## src/rtl/uart_tx_fifo.sv

```systemverilog
// Parametrised UART transmitter with a small transmit FIFO and exact baud divisor.
// Optional parity bit is compiled in with the UART_TX_PARITY_EN macro.
module uart_tx_fifo #(
    parameter int CLOCK_FREQUENCY = 1_000_000,
    parameter int BAUD_RATE       = 9600,
    parameter int DATA_BITS       = 8,
    parameter int STOP_BITS       = 1,
    parameter int FIFO_DEPTH      = 4,
    parameter int PARITY_ODD      = 0
) (
    input  logic                          Clk,
    input  logic                          Reset,
    input  logic [DATA_BITS-1:0]          TxDataInput,
    input  logic                          TxEnable,
    output logic                          TxReady,
    output logic                          TxWire,
    output logic                          TxBusy,
    output logic [$clog2(FIFO_DEPTH):0]   TxFifoCount,
    output logic                          TxOverflow
);

    localparam int DIVISOR  = CLOCK_FREQUENCY / BAUD_RATE;
    localparam int CW       = $clog2(DIVISOR);
    localparam int AW       = $clog2(FIFO_DEPTH);
    localparam int BW       = $clog2(DATA_BITS);
    localparam int RELOAD_I = DIVISOR - 1;
    localparam int LASTB_I  = DATA_BITS - 1;

    localparam logic [CW-1:0] BAUD_RELOAD = RELOAD_I[CW-1:0];
    localparam logic [BW-1:0] LAST_BIT    = LASTB_I[BW-1:0];
    localparam logic [AW:0]   FULL_COUNT  = FIFO_DEPTH[AW:0];
    localparam logic          LAST_STOP   = (STOP_BITS == 2) ? 1'b1 : 1'b0;

    localparam logic [2:0] S_IDLE   = 3'd0;
    localparam logic [2:0] S_START  = 3'd1;
    localparam logic [2:0] S_DATA   = 3'd2;
    localparam logic [2:0] S_PARITY = 3'd3;
    localparam logic [2:0] S_STOP   = 3'd4;

    if (DIVISOR < 2 || DATA_BITS < 5 || DATA_BITS > 9 ||
        (STOP_BITS != 1 && STOP_BITS != 2) || FIFO_DEPTH < 2 ||
        (FIFO_DEPTH & (FIFO_DEPTH - 1)) != 0 ||
        (PARITY_ODD != 0 && PARITY_ODD != 1)) begin : g_bad_params
        $error("uart_tx_fifo: illegal parameter set");
    end

    logic [DATA_BITS-1:0] r_mem [FIFO_DEPTH];
    logic [AW-1:0]        r_wr_ptr;
    logic [AW-1:0]        r_rd_ptr;
    logic [AW:0]          r_count;
    logic [2:0]           r_state;
    logic [CW-1:0]        r_baud;
    logic [DATA_BITS-1:0] r_shift;
    logic [BW-1:0]        r_bit_cnt;
    logic                 r_stop_cnt;
    logic                 r_tx;
    logic                 r_ovf;
`ifdef UART_TX_PARITY_EN
    localparam logic ODD_SENSE = (PARITY_ODD != 0) ? 1'b1 : 1'b0;
    logic                 r_parity;
`endif

    logic                 w_ready;
    logic                 w_write;
    logic                 w_tick;
    logic                 w_has_data;
    logic                 w_pop;
    logic [DATA_BITS-1:0] w_head;

    assign w_ready    = (r_count != FULL_COUNT);
    assign w_write    = TxEnable & w_ready;
    assign w_tick     = (r_baud == {CW{1'b0}});
    assign w_has_data = (r_count != {(AW+1){1'b0}});
    assign w_head     = r_mem[r_rd_ptr];

    // A pop starts a new frame: from IDLE at once, or at the end of the last stop bit.
    always_comb begin
        w_pop = 1'b0;
        case (r_state)
            S_IDLE:  w_pop = w_has_data;
            S_STOP:  w_pop = w_tick & (r_stop_cnt == LAST_STOP) & w_has_data;
            default: w_pop = 1'b0;
        endcase
    end

    // FIFO storage, pointers and occupancy; a full FIFO rejects the write even if popping.
    always_ff @(posedge Clk or negedge Reset) begin
        if (!Reset) begin
            for (int i = 0; i < FIFO_DEPTH; i++) begin
                r_mem[i] <= {DATA_BITS{1'b0}};
            end
            r_wr_ptr <= {AW{1'b0}};
            r_rd_ptr <= {AW{1'b0}};
            r_count  <= {(AW+1){1'b0}};
            r_ovf    <= 1'b0;
        end else begin
            r_ovf <= TxEnable & ~w_ready;
            if (w_write) begin
                r_mem[r_wr_ptr] <= TxDataInput;
                r_wr_ptr        <= r_wr_ptr + {{(AW-1){1'b0}}, 1'b1};
            end
            if (w_pop) begin
                r_rd_ptr <= r_rd_ptr + {{(AW-1){1'b0}}, 1'b1};
            end
            case ({w_write, w_pop})
                2'b10:   r_count <= r_count + {{AW{1'b0}}, 1'b1};
                2'b01:   r_count <= r_count - {{AW{1'b0}}, 1'b1};
                default: r_count <= r_count;
            endcase
        end
    end

    // Bit timer: restarts on every pop so each bit lasts exactly DIVISOR cycles.
    always_ff @(posedge Clk or negedge Reset) begin
        if (!Reset) begin
            r_baud <= BAUD_RELOAD;
        end else if (w_pop || w_tick) begin
            r_baud <= BAUD_RELOAD;
        end else begin
            r_baud <= r_baud - {{(CW-1){1'b0}}, 1'b1};
        end
    end

    // Frame sequencer driving the registered serial line.
    always_ff @(posedge Clk or negedge Reset) begin
        if (!Reset) begin
            r_state    <= S_IDLE;
            r_shift    <= {DATA_BITS{1'b0}};
            r_bit_cnt  <= {BW{1'b0}};
            r_stop_cnt <= 1'b0;
            r_tx       <= 1'b1;
`ifdef UART_TX_PARITY_EN
            r_parity   <= 1'b0;
`endif
        end else begin
            if (w_pop) begin
                r_shift  <= w_head;
`ifdef UART_TX_PARITY_EN
                r_parity <= (^w_head) ^ ODD_SENSE;
`endif
            end
            case (r_state)
                S_IDLE: begin
                    if (w_pop) begin
                        r_tx    <= 1'b0;
                        r_state <= S_START;
                    end else begin
                        r_tx <= 1'b1;
                    end
                end
                S_START: begin
                    if (w_tick) begin
                        r_tx      <= r_shift[0];
                        r_bit_cnt <= {BW{1'b0}};
                        r_state   <= S_DATA;
                    end
                end
                S_DATA: begin
                    if (w_tick) begin
                        r_shift   <= r_shift >> 1;
                        r_bit_cnt <= r_bit_cnt + {{(BW-1){1'b0}}, 1'b1};
                        if (r_bit_cnt == LAST_BIT) begin
`ifdef UART_TX_PARITY_EN
                            r_tx    <= r_parity;
                            r_state <= S_PARITY;
`else
                            r_tx       <= 1'b1;
                            r_stop_cnt <= 1'b0;
                            r_state    <= S_STOP;
`endif
                        end else begin
                            r_tx <= r_shift[1];
                        end
                    end
                end
                S_PARITY: begin
                    if (w_tick) begin
                        r_tx       <= 1'b1;
                        r_stop_cnt <= 1'b0;
                        r_state    <= S_STOP;
                    end
                end
                S_STOP: begin
                    if (w_tick) begin
                        if (r_stop_cnt != LAST_STOP) begin
                            r_stop_cnt <= 1'b1;
                        end else if (w_pop) begin
                            r_tx    <= 1'b0;
                            r_state <= S_START;
                        end else begin
                            r_tx    <= 1'b1;
                            r_state <= S_IDLE;
                        end
                    end
                end
                default: begin
                    r_tx    <= 1'b1;
                    r_state <= S_IDLE;
                end
            endcase
        end
    end

    assign TxReady     = w_ready;
    assign TxWire      = r_tx;
    assign TxBusy      = (r_state != S_IDLE) | w_has_data;
    assign TxFifoCount = r_count;
    assign TxOverflow  = r_ovf;

endmodule

```

## config.mk

```make
export PLATFORM = sky130hd
export DESIGN_NAME = uart_tx_fifo
export DESIGN_NICKNAME = d
export VERILOG_FILES = /design/src/rtl/uart_tx_fifo.sv
export SDC_FILE = /design/constraint.sdc
export NUM_CORES = 1
export LEC_CHECK = 0
export CAP_MARGIN = 20
export CELL_PAD_IN_SITES_DETAIL_PLACEMENT = 2
export CELL_PAD_IN_SITES_GLOBAL_PLACEMENT = 2
export CORE_ASPECT_RATIO = 0.5
export CORE_UTILIZATION = 35
export CTS_CLUSTER_SIZE = 30
export DETAILED_ROUTE_END_ITERATION = 8
export HOLD_SLACK_MARGIN = 0.03
export PLACE_DENSITY = 0.73
export SYNTH_ARGS = -nofsm -noshare
export SYNTH_HDL_FRONTEND = slang
export SYNTH_SLANG_ARGS = --single-unit
```

## constraint.sdc

```tcl
create_clock -name Clk -period 2.1 [get_ports Clk]
set_input_delay 0.63 -clock Clk [delete_from_list [all_inputs] [get_ports Clk]]
set_output_delay 0.63 -clock Clk [all_outputs]
set_load 0.01 [all_outputs]
```

==> impl_metrics.csv <==
group,metric,value,unit
timing,setup-violations-final,2,
placed_design,port_buffers,17,
synthesis,synth-main-ff-cell,"dfrtp_1",
cells_and_area,multi_input_area,0.00138,mm2
cells_and_area,final_area,0.00385,mm2
timing,skew,0.00487,ns
drt,ant_nets,0,
global_route,antenna_found_initial,0,
timing,timing.final.crit_share,1.03,
worst_setup_path,cpPeakStageDelay,0.51,ns
cells_and_area,diodes,0,
synthesis,ys_seq_elements,62,
timing,hold_viol,0,
clock_tree,cts_made_buffers,9,
placed_design,gp_congestion,0.791,
cells_and_area,fin_nets,315,
synthesis,yosysTopAreaCell,"dfrtp_1",
synthesis,ys_async_sr_fraction,1.00,
worst_setup_path,r2r-start,"TxFifoCount[0]",
global_route,grt.overflow.total,0,
synthesis,avgSynthCellArea,12.2,um2
worst_setup_path,cp_cell_sequence,"nor3_2 -> buf_4 -> buf_4 -> nor3_4 -> ha_2 -> inv_2 -> fa_2 -> xor2_1 -> nor2_1 -> xor2_1",
timing,rsz0062_at_grt,"true",
clock_tree,htree_levels,3,
worst_setup_path,ff2ff_path_depth,10,
synthesis,synthCells,245,
drt,wl,7890,um
global_route,grt_max_degree,23,
worst_setup_path,worstSetupPathType,"flip-flop to flip-flop",
synthesis,synth_top_area_frac,0.469,
die,die_area,0.00893,mm2
cells_and_area,final.fill_count,820,
clock_tree,cts.sinks,62,
clock_tree,insertion_delay,0.33,ns
cells_and_area,fin_util,0.472,
synthesis,ys_seq_area_frac,0.522,
worst_setup_path,start_kind,"flip-flop",
synthesis,synth_top_cells_by_count,"56 x dfrtp_1, 32 x mux2_2, 32 x nand2_1",
timing,hold_ws,0.281,ns
placed_design,dpl_cell_area,0.00353,mm2
placed_design,pre_cts_ws,-0.277,ns
synthesis,ys_warn_count,0,
drt,num_vias,2105,
synthesis,synth_fp_nets,266,
cells_and_area,layout.cells.non_filler,411,
drt,drtPass1Iterations,4,
global_route,first_global_vias,2375,
die,die_h,67.3,um
drt,drt_iter0_markers,103,
die,die_x,133,um
cells_and_area,layout-drive-gt1-share,0.351,
power_and_ir_drop,powerDensity,1430,mW/mm2
drt,avgViaCountPerCell,5.12,
timing,finalSetupTns,-0.132,ns
die,ios,18,
drt,wl_per_cell,19.2,um
placed_design,dp_hpwl,5460,um
worst_setup_path,crit_fanout,5,
placed_design,placed_cells_incl_taps,391,
timing,setup_ws,-0.0696,ns
worst_setup_path,reg2reg_slack,-0.07,ns
global_route,grt_pass1_wl,12900,um
cells_and_area,seqCellArea,0.00156,mm2
timing,slew-limit-headroom,0.637,
worst_hold_path,hold_class,"input pin to asynchronous set/reset pin",
clock_tree,cts_hold_buf,0,
synthesis,netlist_area,0.00299,mm2
die,num_rows,23,
worst_setup_path,timing.rr.end,"TxFifoCount[2]",
worst_setup_path,worst_setup_path_end_kind,"flip-flop",
power_and_ir_drop,vdd_ir_drop_max,0.594,mV
synthesis,post_synth_num_cell_types,43,
timing,max_freq,461,MHz
worst_setup_path,cpMaxStageDelayCell,"dfrtp_1",
power_and_ir_drop,p_leak,1.64,nW
status,violations,"negative setup slack",
clock_tree,cts.clk_slew.worst_paths,0.05,ns
timing,finalMaxSlewViolations,0,
worst_setup_path,crit_arrival,2.42,ns
synthesis,synth.area.top_cells,"dfrtp_1 47%, mux2_2 12%, mux4_2 6.0%",
synthesis,synth-edff-count,0,
clock_tree,root_buffer,"clkbuf_16",
timing,worst_pin_slew,0.544,ns
status,status,"finished, violations left",
worst_setup_path,required,2.35,ns
clock_tree,clockBufferDepth,2,
cells_and_area,area_delta_synth_final,28.7,%
timing,fin_crit,2.17,ns
die,start_util,0.367,
die,coreArea,0.00814,mm2
synthesis,yosysMostFrequentCell,"dfrtp_1",
clock_tree,cts_tree,"done",
drt,drc,0,
flow_run,max-cap-violations,0,
power_and_ir_drop,finalPower,5.51,mW
global_route,grt_use_total,0.197,
[worst max-delay path: cells and delay by family, from the launching register on]
family,cells,cell delay (ns)
AND/OR/NAND/NOR,3,0.40
flip-flops,1,0.51
buffers and inverters,3,0.33
XOR/XNOR,2,0.31
adder cells (fa/ha/maj),2,0.55
[where the power goes]
group / internal, mW / total [mW] / switching, mW
sequential: 1.75 / 2.13 / 0.381
clock: 0.823 / 1.34 / 0.518
combinational: 1.15 / 2.04 / 0.884
total: 3.73 / 5.51 / 1.78
[area by class of cell]
cell class / instances / area share
Timing Repair Buffer: 47 / 0.121
Multi-Input combinational cell: 164 / 0.358
Clock buffer: 12 / 0.0641
Clock inverter: 4 / 0.00586
Sequential cell: 62 / 0.405
Tap cell: 112 / 0.0364
Inverter: 10 / 0.00976
[registers in the layout, summed over array words and instances (netlist names)]
name,count
TxFifoCount,3
TxOverflow,1
TxWire,1
r_baud,7
r_bit_cnt,3
r_mem,32
r_rd_ptr,2
r_shift,8
r_state,3
r_wr_ptr,2
[routing by layer]
| layer | track usage | part of all wire |
|---|---|---|
| met1 | 0.224 | 0.44 |
| met2 | 0.368 | 0.53 |
| met3 | 0.0571 | 0.025 |
| met4 | 0.0618 | 0.011 |
| met5 | 0 | 0 |
[logic make-up (layout without fill, tap and decap cells)]
group	count (synthesis)	after routing	share of synthesized area
xor+xnor	11	11	0.0322
simple gates	74	74	0.124
compound gates	29	29	0.0699
flops	62	62	0.522
buf+inv	19	73	0.0268
fa+ha+maj	10	10	0.0444
mux	40	40	0.181
[how the worst max path moves through the flow]
stage	start	endpoint
5_1_grt	r_baud[1]	TxFifoCount[2]
6_report	TxFifoCount[0]	TxFifoCount[2]
4_1_cts	r_baud[0]	TxFifoCount[2]
3_5_place_dp	TxEnable	TxFifoCount[2]
3_3_place_gp	TxEnable	TxFifoCount[2]
2_1_floorplan	r_state[1]	TxFifoCount[2]
[cell usage in the layout (no fill, tap or decap), drive strengths merged, types with 2 or more instances in the layout]
| cell type | instances |
|---|---|
| clkdlybuf4s50 | 15 |
| nand2 | 32 |
| nor2 | 12 |
| nor3 | 4 |
| a21oi | 4 |
| and2 | 2 |
| nand4 | 5 |
| inv | 9 |
| clkbuf | 12 |
| mux4 | 8 |
| o211ai | 7 |
| buf | 31 |
| clkinv | 4 |
| dfstp | 6 |
| ha | 9 |
| mux2 | 32 |
| nand3 | 12 |
| xor2 | 4 |
| a22o | 3 |
| dfrtp | 56 |
| xnor2 | 7 |
| o21ai | 6 |
| and3 | 2 |
[what timing repair did]
item                       in CTS  in global routing
pin swaps                       6                  5
setup buffers                   1                  3
setup endpoints to repair       4                  4
resized for setup               6                  3
Power figures use the tool's default switching activity.
